### src/rtl/vga_timing_gen.sv
// Parametrised VGA raster timing generator: pixel-rate divider, h/v counters,
// registered sync/video decode, line/frame pulses and a frame counter.
module vga_timing_gen #(
    parameter int CLK_DIV  = 2,
    parameter int H_ACTIVE = 640,
    parameter int H_FP     = 16,
    parameter int H_SYNC   = 96,
    parameter int H_BP     = 48,
    parameter int V_ACTIVE = 480,
    parameter int V_FP     = 10,
    parameter int V_SYNC   = 2,
    parameter int V_BP     = 33,
    parameter bit HS_POL   = 1'b0,
    parameter bit VS_POL   = 1'b0,
    parameter int CW       = 10,
    parameter int FW       = 8
) (
    input  logic          CLK,
    input  logic          rst,
    input  logic          en,
    output logic          pix_tick,
    output logic          h_sync,
    output logic          v_sync,
    output logic          video_on,
    output logic [CW-1:0] x_pos,
    output logic [CW-1:0] y_pos,
    output logic          line_start,
    output logic          frame_start,
    output logic [FW-1:0] frame_count
);

    localparam int H_TOTAL = H_ACTIVE + H_FP + H_SYNC + H_BP;
    localparam int V_TOTAL = V_ACTIVE + V_FP + V_SYNC + V_BP;
    localparam int DW      = (CLK_DIV > 1) ? $clog2(CLK_DIV) : 1;

    localparam logic [DW-1:0] DIV_LAST = DW'(CLK_DIV - 1);
    localparam logic [CW-1:0] H_LAST   = CW'(H_TOTAL - 1);
    localparam logic [CW-1:0] V_LAST   = CW'(V_TOTAL - 1);
    localparam logic [CW-1:0] H_VIS    = CW'(H_ACTIVE);
    localparam logic [CW-1:0] V_VIS    = CW'(V_ACTIVE);
    localparam logic [CW-1:0] HS_START = CW'(H_ACTIVE + H_FP);
    localparam logic [CW-1:0] HS_END   = CW'(H_ACTIVE + H_FP + H_SYNC);
    localparam logic [CW-1:0] VS_START = CW'(V_ACTIVE + V_FP);
    localparam logic [CW-1:0] VS_END   = CW'(V_ACTIVE + V_FP + V_SYNC);

    logic [DW-1:0] div;
    logic [DW-1:0] div_nx;
    logic [CW-1:0] h_nx;
    logic [CW-1:0] v_nx;
    logic [FW-1:0] fc_nx;
    logic          tick;
    logic          line_wrap;
    logic          frame_wrap;

    // x_pos/y_pos/frame_count double as the raster state; decode uses the next
    // state so every output lines up with the pulse that caused it.
    always_comb begin
        tick       = en && (div == DIV_LAST);
        div_nx     = div;
        h_nx       = x_pos;
        v_nx       = y_pos;
        fc_nx      = frame_count;
        line_wrap  = 1'b0;
        frame_wrap = 1'b0;
        if (en) begin
            div_nx = (div == DIV_LAST) ? '0 : div + 1'b1;
        end
        if (tick) begin
            if (x_pos == H_LAST) begin
                h_nx      = '0;
                line_wrap = 1'b1;
                if (y_pos == V_LAST) begin
                    v_nx       = '0;
                    fc_nx      = frame_count + 1'b1;
                    frame_wrap = 1'b1;
                end else begin
                    v_nx = y_pos + 1'b1;
                end
            end else begin
                h_nx = x_pos + 1'b1;
            end
        end
    end

    always_ff @(posedge CLK) begin
        if (rst) begin
            div         <= '0;
            x_pos       <= '0;
            y_pos       <= '0;
            frame_count <= '0;
            pix_tick    <= 1'b0;
            line_start  <= 1'b0;
            frame_start <= 1'b0;
            h_sync      <= ~HS_POL;
            v_sync      <= ~VS_POL;
            video_on    <= 1'b0;
        end else begin
            div         <= div_nx;
            x_pos       <= h_nx;
            y_pos       <= v_nx;
            frame_count <= fc_nx;
            pix_tick    <= tick;
            line_start  <= line_wrap;
            frame_start <= frame_wrap;
            h_sync      <= (h_nx >= HS_START && h_nx < HS_END) ? HS_POL : ~HS_POL;
            v_sync      <= (v_nx >= VS_START && v_nx < VS_END) ? VS_POL : ~VS_POL;
            video_on    <= (h_nx < H_VIS) && (v_nx < V_VIS);
        end
    end

endmodule

### config.mk
export PLATFORM = sky130hd
export DESIGN_NAME = vga_timing_gen
export DESIGN_NICKNAME = d
export VERILOG_FILES = /design/src/rtl/vga_timing_gen.sv
export SDC_FILE = /design/constraint.sdc
export NUM_CORES = 1
export LEC_CHECK = 0
export BUFFER_PORTS_ARGS = -buffer_cell sky130_fd_sc_hd__buf_2
export CORE_UTILIZATION = 49
export DETAILED_ROUTE_END_ITERATION = 6
export GPL_TIMING_DRIVEN = 0
export HOLD_SLACK_MARGIN = 0.06
export PLACE_DENSITY = 0.75
export SLEW_MARGIN = 40
export SYNTH_ARGS = -nofsm -noshare
export SYNTH_HDL_FRONTEND = slang
export SYNTH_SLANG_ARGS = --single-unit
### constraint.sdc
create_clock -name CLK -period 2.3 [get_ports CLK]
set_clock_uncertainty 0.2 [all_clocks]
set_input_delay 0.23 -clock CLK [delete_from_list [all_inputs] [get_ports CLK]]
set_output_delay 0.23 -clock CLK [all_outputs]
set_load 0.02 [all_outputs]
==> results.toml <==
[place]
io_buffers = 35
dp_slack_ps = -206
dp.cells = 298
place.gp.congestion = 0.887
hpwlAfterDp_mm = 3.08

[layout]
layout-drive-gt1-share_pct = 31.9
synthToLayoutAreaGrowth_pct = 22.0
final_net_count = 266
finalNonFillerCells = 308
antenna_cells = 0

[synthesis]
yosys.area.top_type_share_pct = 36.2
ys_dominant_reg_cell = "sky130_fd_sc_hd__dfxtp_1"
yosys_register_bits = 35
most_frequent_cells_after_synthesis = "sky130_fd_sc_hd__dfxtp_1, sky130_fd_sc_hd__nor2_1, sky130_fd_sc_hd__nand2_1"
synthMostInstantiatedCell = "sky130_fd_sc_hd__dfxtp_1"
synth_nets = 222
synthArstFlopShare_pct = 0
synth_top_area_cell = "sky130_fd_sc_hd__dfxtp_1"
ys_top_cells_by_area = "sky130_fd_sc_hd__dfxtp_1, sky130_fd_sc_hd__nor2_1, sky130_fd_sc_hd__nand4_1"
syn_area_um2 = 1940
post_synth_edffs = 0
seq_area_frac_synth_pct = 36.2
synth_cells = 215
ys_warn_count = 0
syn_avg_cell_area_um2 = 9.01
ys_types = 50

[cts]
cts_tree = "done"
clk_latency_ps = 290
clkSinkCount = 35
clock_root_buffer = "sky130_fd_sc_hd__clkbuf_8"
cts_inserted_buffers = 5
clockBufferDepth = 2
worst_setup_hold_path_clk_slew_ps = 70
cts_hold_buffers = 0
cts.htree.levels = 2

[setup_path]
setup.worst_path.class = "reg -> reg"
cp_launch_type = "flip-flop"
critical_path_required_ps = 2240
timing.critical_path.arrival_ps = 2180
worst_r2r_path_depth = 6
reg2reg_slack_ps = 50
worstPathMaxFanout = 10
end_kind = "flip-flop"

[die]
die_area_um2 = 4210
io-pin-count = 37
floorplan.die.height_um = 64.9
chipWidth_um = 64.9
floorplan.rows = 22
start_util_pct = 52.1
core-area_um2 = 3720

[min_path]
hp-class = "in -> reg"
hold-path-cell-count = 3

[timing]
unrepaired_setup_endpoints_after_global_routing = "yes"
finalWorstPathRequiredPeriod_ps = 2250
setup_viol_count_final = 0
report.final.slew_viol_count = 0
slew_headroom_pct = 67.4
finalCritPeriodShare_pct = 97.7
worst_slew_pin_slew_ps = 489
report.final.hold_viol_count = 0
highest_clock_rate_ghz = 0.445
final.setup.worst_slack_ps = 52.9
fin_worst_hold_slack_ps = 104

[global_route]
global_route_wire_length_before_repair_mm = 6.83
grt_overflow_total = 0
grt_start_max_net_pins = 12
overall_routing_resource_usage_pct = 21.2
first_global_vias = 1462
antenna_found_initial = 0

[detailed_routing]
via_count = 1733
drt_pass1_iterations = 4
violation_count_after_the_first_detailed_routing_iteration = 166
route.detailed.wl_per_inst_um = 13.9
drt.antenna.violating_nets = 0
drt_drc_violations_left = 0
total_wire_length_after_detailed_routing_mm = 4.29
routed_via_density = 5.63

[outcome]
status = "completed"

[pwr]
cellPowerDensity_nw_per_um2 = 462
peakVddDrop_uv = 409
leakagePower_nw = 0.958

[run]
drv.max_cap_violation_count = 0
[final cells by class]
class	count	area [um^2]
inverter	3	11.3
clock inverter	2	12.5
buffer	10	125
fill	355	1350
clock buffer	6	72.6
multi-input combinational	164	1160
tap	48	60.1
sequential	35	709
timing repair buffer	40	213
[cells in the final DEF, fill, tap and decap left out, types with 2 or more instances in the layout]
master	Yosys	layout
sky130_fd_sc_hd__a211oi_1	2	2
sky130_fd_sc_hd__a21oi_1	6	6
sky130_fd_sc_hd__and2_1	3	2
sky130_fd_sc_hd__and2_2	1	2
sky130_fd_sc_hd__and3_1	4	3
sky130_fd_sc_hd__buf_2	0	35
sky130_fd_sc_hd__buf_4	0	5
sky130_fd_sc_hd__clkbuf_1	6	4
sky130_fd_sc_hd__clkbuf_8	5	9
sky130_fd_sc_hd__dfxtp_1	35	30
sky130_fd_sc_hd__dfxtp_2	0	4
sky130_fd_sc_hd__ha_1	4	3
sky130_fd_sc_hd__inv_1	3	3
sky130_fd_sc_hd__nand2_1	20	20
sky130_fd_sc_hd__nand3_1	11	9
sky130_fd_sc_hd__nand3_2	0	2
sky130_fd_sc_hd__nand4_1	16	16
sky130_fd_sc_hd__nand4b_1	2	2
sky130_fd_sc_hd__nor2_1	27	26
sky130_fd_sc_hd__nor3_1	8	8
sky130_fd_sc_hd__nor4_1	4	4
sky130_fd_sc_hd__nor4_4	2	2
sky130_fd_sc_hd__o21a_1	2	2
sky130_fd_sc_hd__o21ai_0	4	4
sky130_fd_sc_hd__or2_2	2	2
sky130_fd_sc_hd__xnor2_1	11	11
sky130_fd_sc_hd__xor2_1	10	10
[stage by stage]
stage	utilization, %	TNS (ps)	cell area, um^2	power (mW)
6_report	63.6	0	2360	1.09
3_3_place_gp	58.6	-624	2180	0.678
3_5_place_dp	58.6	-997	2180	0.678
5_1_grt	63.6	-43.1	2360	1.14
4_1_cts	61.9	0	2300	1.11
2_1_floorplan	-	-15.8	1940	0.667
[state kept, by name, indices dropped and copies added, names as in the netlist]
| signal | count |
|---|---|
| div | 1 |
| frame_count | 8 |
| frame_start | 1 |
| h_sync | 1 |
| line_start | 1 |
| pix_tick | 1 |
| v_sync | 1 |
| video_on | 1 |
| x_pos | 10 |
| y_pos | 10 |
[critical path, stage by stage (launching register included)]
cell and delay, ps:
sky130_fd_sc_hd__dfxtp_1 400, sky130_fd_sc_hd__nor4b_2 400, sky130_fd_sc_hd__nand4_1 210, sky130_fd_sc_hd__clkbuf_8 210, sky130_fd_sc_hd__o21a_1 220, sky130_fd_sc_hd__a2111oi_4 290
sky130_fd_sc_hd__nand4_1 160
[power breakdown]
group	switching (mW)	internal [mW]	total, mW
clock	0.216	0.211	0.427
sequential	0.00368	0.611	0.614
combinational	0.0269	0.0238	0.0507
total	0.247	0.846	1.09
[final timing paths]
kind / from / to
worst max-delay path: x_pos[6] / v_sync
worst max register to register: x_pos[6] / v_sync
worst min register to register: x_pos[1] / x_pos[1]
worst min-delay path: rst / y_pos[1]
[timing repair]
item,4_1_cts,5_1_grt
buffers inserted,1,4
gates resized for setup,7,9
endpoints found under the hold margin,0,0
endpoints found under the setup margin,12,13
pin swaps,3,3
cloned,0,0
[cell families after synthesis]
kind of cell	Yosys count	share of synthesized area [%]
AND/OR/NAND/NOR	109	32.0
adder cells (fa/ha/maj)	4	2.58
AO/OA/AOI/OAI	28	10.9
multiplexers	2	1.29
flip-flops	35	36.2
buffers and inverters	16	7.56
XOR/XNOR	21	9.50
[metal layers]
metal / GRT usage [%] / vias up / wire length [um]
li1: - / 859 / -
met1: 28.3 / 823 / 2050
met2: 33.2 / 45 / 2000
met3: 5.11 / 6 / 185
met4: 6.94 / 0 / 57
met5: 0 / - / 0
(Power assumes the default switching activity.)
